**src/rtl/btn_pulse_array.sv**
```systemverilog
// N-channel button conditioner: 2-flop sync, debounce, and press/release/repeat pulse FSM per channel.
// Raw inputs are active-low; all outputs are registered and active-high.
module btn_pulse_array #(
    parameter int N_BTN        = 4,
    parameter int DEBOUNCE_CYC = 16,
    parameter int REPEAT_DLY   = 500,
    parameter int REPEAT_RATE  = 100
) (
    input  logic             clk,
    input  logic             reset,
    input  logic             en,
    input  logic [N_BTN-1:0] b_in,
    input  logic [N_BTN-1:0] repeat_en,
    output logic [N_BTN-1:0] b_press,
    output logic [N_BTN-1:0] b_rpt,
    output logic [N_BTN-1:0] b_release,
    output logic [N_BTN-1:0] b_held
);

    // A single-cycle debounce still needs a 1-bit counter to stay legal.
    localparam int DB_W    = (DEBOUNCE_CYC > 1) ? $clog2(DEBOUNCE_CYC) : 1;
    localparam int RPT_MAX = (REPEAT_DLY > REPEAT_RATE) ? REPEAT_DLY : REPEAT_RATE;
    localparam int RPT_W   = $clog2(RPT_MAX);

    localparam logic [DB_W-1:0]  DB_LAST   = DB_W'(DEBOUNCE_CYC - 1);
    localparam logic [RPT_W-1:0] DLY_LAST  = RPT_W'(REPEAT_DLY - 1);
    localparam logic [RPT_W-1:0] RATE_LAST = RPT_W'(REPEAT_RATE - 1);

    localparam logic [1:0] ST_IDLE = 2'd0;
    localparam logic [1:0] ST_HELD = 2'd1;
    localparam logic [1:0] ST_RPT  = 2'd2;

    for (genvar g = 0; g < N_BTN; g++) begin : g_chan
        // Sync flops carry the raw (active-low) level, so 1 means released.
        logic             sync1_q, sync1_d;
        logic             sync2_q, sync2_d;
        logic             s;
        logic             db_q, db_d;
        logic [DB_W-1:0]  db_cnt_q, db_cnt_d;
        logic [1:0]       state_q, state_d;
        logic [RPT_W-1:0] rpt_cnt_q, rpt_cnt_d;
        logic             fire_press, fire_rpt, fire_rel;
        logic             press_q, press_d;
        logic             rpt_q, rpt_d;
        logic             release_q, release_d;
        logic             held_q, held_d;

        assign s = ~sync2_q;

        always_comb begin
            sync1_d  = b_in[g];
            sync2_d  = sync1_q;
            db_d     = db_q;
            db_cnt_d = db_cnt_q;
            if (s == db_q) begin
                db_cnt_d = '0;
            end else if (db_cnt_q == DB_LAST) begin
                db_d     = s;
                db_cnt_d = '0;
            end else begin
                db_cnt_d = db_cnt_q + 1'b1;
            end
        end

        // Release is checked first so it wins over a repeat expiring in the same cycle.
        always_comb begin
            state_d    = state_q;
            rpt_cnt_d  = rpt_cnt_q;
            fire_press = 1'b0;
            fire_rpt   = 1'b0;
            fire_rel   = 1'b0;
            case (state_q)
                ST_IDLE: begin
                    rpt_cnt_d = '0;
                    if (db_q) begin
                        state_d    = ST_HELD;
                        fire_press = 1'b1;
                    end
                end
                ST_HELD: begin
                    if (!db_q) begin
                        state_d   = ST_IDLE;
                        fire_rel  = 1'b1;
                        rpt_cnt_d = '0;
                    end else if (repeat_en[g] && rpt_cnt_q == DLY_LAST) begin
                        state_d    = ST_RPT;
                        fire_press = 1'b1;
                        fire_rpt   = 1'b1;
                        rpt_cnt_d  = '0;
                    end else if (repeat_en[g]) begin
                        rpt_cnt_d = rpt_cnt_q + 1'b1;
                    end else begin
                        rpt_cnt_d = '0;
                    end
                end
                ST_RPT: begin
                    if (!db_q) begin
                        state_d   = ST_IDLE;
                        fire_rel  = 1'b1;
                        rpt_cnt_d = '0;
                    end else if (!repeat_en[g]) begin
                        state_d   = ST_HELD;
                        rpt_cnt_d = '0;
                    end else if (rpt_cnt_q == RATE_LAST) begin
                        fire_press = 1'b1;
                        fire_rpt   = 1'b1;
                        rpt_cnt_d  = '0;
                    end else begin
                        rpt_cnt_d = rpt_cnt_q + 1'b1;
                    end
                end
                default: begin
                    state_d   = ST_IDLE;
                    rpt_cnt_d = '0;
                end
            endcase
        end

        // Pulses are dropped while en is low; state keeps advancing regardless.
        always_comb begin
            press_d   = fire_press & en;
            rpt_d     = fire_rpt & en;
            release_d = fire_rel & en;
            held_d    = db_q;
        end

        always_ff @(posedge clk) begin
            if (!reset) begin
                sync1_q   <= 1'b1;
                sync2_q   <= 1'b1;
                db_q      <= 1'b0;
                db_cnt_q  <= '0;
                state_q   <= ST_IDLE;
                rpt_cnt_q <= '0;
                press_q   <= 1'b0;
                rpt_q     <= 1'b0;
                release_q <= 1'b0;
                held_q    <= 1'b0;
            end else begin
                sync1_q   <= sync1_d;
                sync2_q   <= sync2_d;
                db_q      <= db_d;
                db_cnt_q  <= db_cnt_d;
                state_q   <= state_d;
                rpt_cnt_q <= rpt_cnt_d;
                press_q   <= press_d;
                rpt_q     <= rpt_d;
                release_q <= release_d;
                held_q    <= held_d;
            end
        end

        assign b_press[g]   = press_q;
        assign b_rpt[g]     = rpt_q;
        assign b_release[g] = release_q;
        assign b_held[g]    = held_q;
    end

endmodule
```
**config.mk**
```make
export PLATFORM = sky130hd
export DESIGN_NAME = btn_pulse_array
export DESIGN_NICKNAME = d
export VERILOG_FILES = /design/src/rtl/btn_pulse_array.sv
export SDC_FILE = /design/constraint.sdc
export NUM_CORES = 1
export LEC_CHECK = 0
export ABC_AREA = 1
export ABC_CLOCK_PERIOD_IN_PS = 2100
export CAP_MARGIN = 20
export CORE_MARGIN = 8
export CORE_UTILIZATION = 55
export CTS_CLUSTER_SIZE = 40
export DETAILED_ROUTE_END_ITERATION = 7
export PLACE_DENSITY = 0.75
export SKIP_CTS_REPAIR_TIMING = 1
export SLEW_MARGIN = 15
export SYNTH_ARGS = -nofsm -noshare
export SYNTH_HDL_FRONTEND = slang
export SYNTH_SLANG_ARGS = --single-unit
```
**constraint.sdc**
```tcl
create_clock -name clk -period 2.1 [get_ports clk]
set_clock_uncertainty 0.2 [all_clocks]
set_input_delay 0.21 -clock clk [delete_from_list [all_inputs] [get_ports clk]]
set_output_delay 0.21 -clock clk [all_outputs]
set_load 0.005 [all_outputs]
```
==> results of run 1 <==
## Yosys cell counts (all sizes together)
cell type	count	area (um^2)
nor2	89	344
dfxtp	88	1760
nand2	85	337
inv	69	259
nand3	44	230
buf	24	168
ha	24	300
xor2	20	175
a21oi	17	85.1
o21ai	12	60.1
xnor2	10	87.6
nand4	9	56.3
nor3	8	40.0
or2	8	50.1
o211ai	3	22.5
and3	2	12.5
o21bai	2	15.0
o22ai	2	12.5
a31oi	1	6.26
clkbuf	1	3.75
nor3b	1	12.5
## registers in the layout (all words and copies together), names as in the netlist
name	count
g_chan.rpt_cnt_q	36
g_chan.db_cnt_q	16
g_chan.state_q	8
g_chan.db_q	4
g_chan.held_q	4
g_chan.press_q	4
g_chan.release_q	4
g_chan.rpt_q	4
g_chan.sync1_q	4
g_chan.sync2_q	4
## critical path: stages (launching register included)
cell and delay, ns:
dfxtp_1 0.38, ha_1 0.23, nor3b_2 0.32, nand2_1 0.09
nand2_1 0.09, nand2_1 0.11, nand2_4 0.11, nor2_1 0.05
## cells in the final DEF, fill, tap and decap left out, drive strengths merged
cell           count
nor2              89
dfxtp             88
nand2             85
inv               69
nand3             44
clkdlybuf4s50     26
ha                24
xor2              20
a21oi             17
o21ai             12
clkbuf            12
xnor2             10
nand4              9
or2                8
nor3               8
o211ai             3
o22ai              2
and3               2
o21bai             2
bufinv             2
buf                2
nor3b              1
a31oi              1
clkinv             1
## path summary, 6_finish.rpt
check / end / cells after the start / from
max: g_chan[3].rpt_cnt_q[4] / 7 / g_chan[3].rpt_cnt_q[0]
min: g_chan[3].sync2_q / 1 / g_chan[3].sync1_q
max reg2reg: g_chan[3].rpt_cnt_q[4] / 7 / g_chan[3].rpt_cnt_q[0]
min reg2reg: g_chan[3].sync2_q / 1 / g_chan[3].sync1_q
## metal layers
| metal | share of wire | wire length (um) | vias up | track usage |
|---|---|---|---|---|
| met5 | 0 | 0 | - | 0 |
| met4 | 0.021 | 142 | 0 | 0.0825 |
| met3 | 0.033 | 224 | 15 | 0.0302 |
| met2 | 0.48 | 3270 | 34 | 0.255 |
| met1 | 0.47 | 3240 | 1357 | 0.157 |
| li1 | - | - | 1637 | - |
## power by group
| group | switching [uW] | internal, uW | leakage, uW |
|---|---|---|---|
| combinational | 79.5 | 60.3 | 0.00110 |
| sequential | 11.4 | 1690 | 0.000712 |
| clock | 538 | 727 | 0.000112 |
## through the flow
step / total power [uW] / area, um^2 / hold WS, ns / utilization / worst slack [ns]
after floorplan: 1830 / 4040 / 0.117 / - / 0.599
after global placement: 1870 / 4270 / 0.196 / 0.595 / 0.383
after detailed placement: 1880 / 4270 / 0.203 / 0.595 / 0.353
after CTS: 3140 / 4490 / 0.215 / 0.625 / 0.393
after global routing: 3230 / 4490 / 0.217 / 0.625 / 0.283
final: 3100 / 4490 / 0.221 / 0.625 / 0.418
## cell type report
cell class,instances,area share
inverter,69,0.0577
clock inverter,3,0.0145
timing repair buffer,28,0.0613
clock buffer,12,0.0346
tap,99,0.0276
multi-input combinational,337,0.412
sequential,88,0.393
## logic make-up (layout without fill, tap and decap cells)
group / count (synthesis) / in the layout / synth area share
simple gates: 246 / 246 / 0.268
flops: 88 / 88 / 0.436
buf+inv: 94 / 112 / 0.107
fa+ha+maj: 24 / 24 / 0.0743
xor+xnor: 30 / 30 / 0.0651
compound gates: 37 / 37 / 0.0499
==> impl_summary.log, run 1 <==
[metrics] all-layer global routing usage: 0.145
[metrics] starting density of the core: 0.563
[metrics] Clock Latency Late Sink: 0.34 ns
[metrics] RSZ-0062 raised after global routing: false
[metrics] Port Buffers: 26
[metrics] area inside the core boundary: 0.00718 mm^2
[metrics] placer congestion estimate: 0.800
[metrics] first-pass iteration count of the detailed router: 4
[metrics] Mapped Nets: 554
[metrics] fraction of final layout cells with drive strength greater than 1: 0.0689
[metrics] first-pass GRT wire length: 12200 um
[metrics] clock-pin slew of the registers on the worst-case setup and hold paths: 0.08 ns
[metrics] horizontal die dimension: 102 um
[metrics] combined flip-flop and latch cell area: 0.00176 mm^2
[metrics] critical setup path kind: reg -> reg
[metrics] number of maximum-capacitance violations: 0
[metrics] clock tree from TritonCTS: yes
[metrics] share of the cycle needed by the critical path after routing: 0.801
[metrics] DIE AREA: 0.0103 mm^2
[metrics] power density over cell area: 692 mW/mm^2
[metrics] via count of the first global-routing pass: 3034
[metrics] CTS root buffer: clkbuf_8
[metrics] DR iter-0 viols: 97
[metrics] final count of hold timing violations: 0
[metrics] run status: finished clean
[metrics] number of ports placed on the die boundary: 27
[metrics] kind of start point of the critical path: register
[metrics] category of the worst setup path capture point: register
[metrics] Area growth syn-to-layout: 11.1%
[metrics] clk sink count: 88
[metrics] GRT Residual Overflow: 0
[metrics] register bit count reported by yosys: 88
[metrics] Distinct cells, synth: 28
[metrics] Antenna Violating Nets Remaining: 0
[metrics] footprint of the multi-input gates: 0.00185 mm^2
[metrics] non-filler cells in the finished layout: 636
[metrics] H-tree Lvls: 3
[metrics] flop2flop setup slack: 0.42 ns
[metrics] data required time of the worst path: 2.14 ns
[metrics] Syn Std Cell Area: 0.00404 mm^2
[metrics] number of remaining DRC errors: 0
[metrics] relative slew slack: 0.760
[metrics] DPL Wire Length: 5150 um
[metrics] average size of a mapped cell: 7.78 um^2
[metrics] standby leakage power: 0.00193 uW
[metrics] WL per Instance: 10.8 um
[metrics] sum of negative setup slack: 0 ns
[metrics] proportion of synthesized chip area in sequential cells: 0.436
[metrics] routed wire length: 6880 um
[metrics] Slew Limit Fails: 0
[metrics] largest net degree at the start of global routing: 25
[metrics] arrival time at the worst endpoint: 1.72 ns
[metrics] post-synthesis instance total: 519
[metrics] final setup vio count: 0
[metrics] count of standard-cell rows: 31
[metrics] number of vias per cell after detailed routing: 4.78
[metrics] Num CTS Buffers: 9
[metrics] type of the most critical hold path: reg -> reg
[metrics] Post-layout nets: 568
[metrics] achievable clock frequency: 595 MHz
[metrics] vias after detailed routing: 3043
[metrics] slew at the pin with the worst max-slew slack: 0.359 ns
[metrics] buffers from clock root to sink, at most: 2
[metrics] min Tclk post-route: 1.68 ns
[metrics] cell count after placement: 621
[metrics] Worst IR Drop VDD: 0.254 mV
[metrics] die height: 102 um
[metrics] number of antenna violations at the first check in global routing: 0
[metrics] FILL cells: 631
[metrics] Ys Warns: 0
[metrics] peak fanout along the critical path: 8
[metrics] antenna diode instance count: 0
No activity file was read; power rests on OpenSTA's default activity.
==> run 2: changes to the inputs <==
--- a/config.mk
+++ b/config.mk
@@ -6,7 +6,7 @@
 export NUM_CORES = 1
 export LEC_CHECK = 0
 export ABC_AREA = 1
-export ABC_CLOCK_PERIOD_IN_PS = 2100
+export ABC_CLOCK_PERIOD_IN_PS = 1700
 export CAP_MARGIN = 20
 export CORE_MARGIN = 8
 export CORE_UTILIZATION = 55
==> constraint.sdc (replaced) <==
create_clock -name clk -period 1.7 [get_ports clk]
set_clock_uncertainty 0.2 [all_clocks]
set_input_delay 0.17 -clock clk [delete_from_list [all_inputs] [get_ports clk]]
set_output_delay 0.17 -clock clk [all_outputs]
set_load 0.005 [all_outputs]
==> impl_summary.log, run 2 (synthesis results as in run 1) <==
[metrics] relative slew slack: 0.750 (-0.0100)
[metrics] switching power: 829 uW (+32%)
[metrics] kind of start point of the critical path: register
[metrics] switching share of total power: 0.223 (+0.0204)
[metrics] clock-pin slew of the registers on the worst-case setup and hold paths: 0.08 ns (about the same)
[metrics] footprint of the multi-input gates: 0.00190 mm^2 (+2.8%)
[metrics] pre-CTS worst setup slack: 0.0580 ns (-0.295 ns)
[metrics] peak fanout along the critical path: 8 (unchanged)
[metrics] Cell Int Power: 2890 uW (+17%)
[metrics] standby leakage power: 0.00199 uW (+3.2%)
[metrics] via count of the first global-routing pass: 3015 (-0.63%)
[metrics] setup slack of the critical path after layout: 0.0944 ns (-0.324 ns)
[metrics] DIE AREA: 0.0103 mm^2 (unchanged)
[metrics] Worst IR Drop VDD: 0.409 mV (+61%)
[metrics] all-layer global routing usage: 0.145 (+0.000818)
[metrics] slew at the pin with the worst max-slew slack: 0.374 ns (+0.0150 ns)
[metrics] Antenna Violating Nets Remaining: 0 (unchanged)
[metrics] first-pass iteration count of the detailed router: 4 (unchanged)
[metrics] fraction of final layout cells with drive strength greater than 1: 0.0954 (+0.0265)
[metrics] vias after detailed routing: 3131 (+2.9%)
[metrics] area inside the core boundary: 0.00718 mm^2 (unchanged)
[metrics] largest reg by FF count: g_chan.rpt_cnt_q
[metrics] Hold Worst Slack: 0.183 ns (-0.0379 ns)
[metrics] clock tree from TritonCTS: yes
[metrics] DPL Wire Length: 5100 um (-1.1%)
[metrics] share of the cycle needed by the critical path after routing: 0.944 (+0.144)
[metrics] largest net degree at the start of global routing: 15 (-40%)
[metrics] power density over cell area: 811 mW/mm^2 (+17%)
[metrics] critical setup path kind: reg -> reg
[metrics] start point of the critical path: g_chan[3].rpt_cnt_q[0]
[metrics] die height: 102 um (unchanged)
[metrics] Num CTS Buffers: 9 (unchanged)
[metrics] WL per Instance: 11.1 um (+2.3%)
[metrics] combined flip-flop and latch cell area: 0.00176 mm^2 (+0.14%)
[metrics] number of maximum-capacitance violations: 0 (unchanged)
[metrics] leading cell types in the layout, fill and taps excluded: 86 x dfxtp_1, 84 x nor2_1, 80 x nand2_1, 68 x inv_1, 42 x nand3_1
[metrics] antenna diode instance count: 0 (unchanged)
[metrics] relative contribution of combinational cells to total power: 0.051 (+0.006)
[metrics] type of the most critical hold path: in -> reg
[metrics] clk sink count: 88 (unchanged)
[metrics] CTS root buffer: clkbuf_8
[metrics] FILL cells: 611 (-3.2%)
[metrics] number of antenna violations at the first check in global routing: 0 (unchanged)
[metrics] final count of hold timing violations: 0 (unchanged)
[metrics] DR iter-0 viols: 131 (+35%)
[metrics] flop2flop setup slack: 0.09 ns (-0.32 ns)
[metrics] Post-layout nets: 575 (+1.2%)
[metrics] placer congestion estimate: 0.856 (+7.0%)
[metrics] r2r startpoint: g_chan[3].rpt_cnt_q[0]
[metrics] final setup vio count: 0 (unchanged)
[metrics] count of standard-cell rows: 31 (unchanged)
[metrics] Area growth syn-to-layout: 13.5%
[metrics] achievable clock frequency: 623 MHz (+4.7%)
[metrics] starting density of the core: 0.563 (unchanged)
[metrics] arrival time at the worst endpoint: 1.65 ns (-0.07 ns)
[metrics] number of ports placed on the die boundary: 27 (unchanged)
[metrics] min Tclk post-route: 1.61 ns (-0.0760 ns)
[metrics] commonest non-fill, non-tap cell in the layout: dfxtp_1
[metrics] number of vias per cell after detailed routing: 4.86 (+1.6%)
[metrics] number of remaining DRC errors: 0 (unchanged)
[metrics] run status: finished clean
[metrics] horizontal die dimension: 102 um (unchanged)
[metrics] Util after Layout: 0.639 (+0.0134)
[metrics] first-pass GRT wire length: 12200 um (+0.29%)
[metrics] Clock Latency Late Sink: 0.35 ns (about the same)
[metrics] H-tree Lvls: 3 (unchanged)
[metrics] category of the worst setup path capture point: register
[metrics] routed wire length: 7130 um (+3.6%)
[metrics] Slew Limit Fails: 0 (unchanged)
[metrics] clock share of power: 0.384 (-0.024)
[metrics] Worst Hold Path EP: g_chan[2].sync1_q
[metrics] GRT Residual Overflow: 0 (unchanged)
[metrics] Register-to-Register Path Depth: 7 (unchanged)
[metrics] Min-Delay Startpoint: b_in[2]
[metrics] Largest register FFs: 36 (unchanged)
[metrics] capturing point of the worst reg2reg path: g_chan[3].rpt_cnt_q[8]
[metrics] data required time of the worst path: 1.75 ns (-0.39 ns)
[metrics] Port Buffers: 26 (unchanged)
[metrics] power share of the sequential group: 0.565 (+0.018)
[metrics] leading registers by flop count: g_chan.rpt_cnt_q x36, g_chan.db_cnt_q x16, g_chan.state_q x8
[metrics] Hold Crit Depth: 2 (+1)
[metrics] buffers from clock root to sink, at most: 2 (unchanged)
run 2: cell types whose count changed in the layout (fill, tap and decap cells not counted), moves of 3 or more:
| cell | previous run | this run |
|---|---|---|
| buf_4 | 2 | 8 |
| ha_1 | 24 | 21 |
| ha_2 | 0 | 3 |
| nand2_2 | 4 | 1 |
| nand2_4 | 1 | 4 |
| nor2_4 | 0 | 3 |
run 2: critical path, stage by stage, from the launching register on:
cell     delay [ns]
dfxtp_1        0.36
ha_2           0.22
nor3b_4        0.26
nand2_1        0.08
nand2_1        0.10
nand2_1        0.11
nand2_4        0.12
nor2_1         0.06
run 2: metal layers:
layer  vias up  part of all wire  track usage  wire length (um)
met3         9             0.052       0.0454               369
li1       1649                 -            -                 -
met4         0             0.015       0.0641               110
met1      1418              0.44        0.155              3160
met2        55              0.49        0.257              3480
met5         -                 0            0                 0
run 2: worst max path at each step:
stage                             end  cells after the start
2_1_floorplan  g_chan[3].rpt_cnt_q[8]                      7
3_3_place_gp   g_chan[0].rpt_cnt_q[5]                      6
3_5_place_dp   g_chan[0].rpt_cnt_q[5]                      6
4_1_cts        g_chan[3].rpt_cnt_q[8]                      7
5_1_grt          g_chan[1].state_q[1]                      8
6_report       g_chan[3].rpt_cnt_q[8]                      7
run 2: area by class of cell:
type / instances / area share
sequential: 88 / 0.385
clock inverter: 5 / 0.0123
multi-input combinational: 337 / 0.414
tap: 99 / 0.0270
clock buffer: 11 / 0.0308
timing repair buffer: 35 / 0.0743
inverter: 69 / 0.0565
run 2: metrics by stage:
step / TNS (ns) / power [uW] / instance area [um^2] / instances
after detailed placement: 0 / 2330 / 4320 / 627
final: 0 / 3720 / 4580 / 644
after global placement: 0 / 2330 / 4320 / 627
after CTS: 0 / 3770 / 4520 / 643
after global routing: -0.0667 / 3880 / 4580 / 644
after floorplan: 0 / 2260 / 4040 / 519
run 2: power groups by stage:
stage | Combinational [uW] | Sequential, uW | Clock, uW
finish | 190 | 2100 | 1430
global route | 214 | 2100 | 1560
CTS | 186 | 2100 | 1490
detailed placement | 185 | 2150 | 0
global placement | 181 | 2140 | 0
floorplan | 116 | 2140 | 0
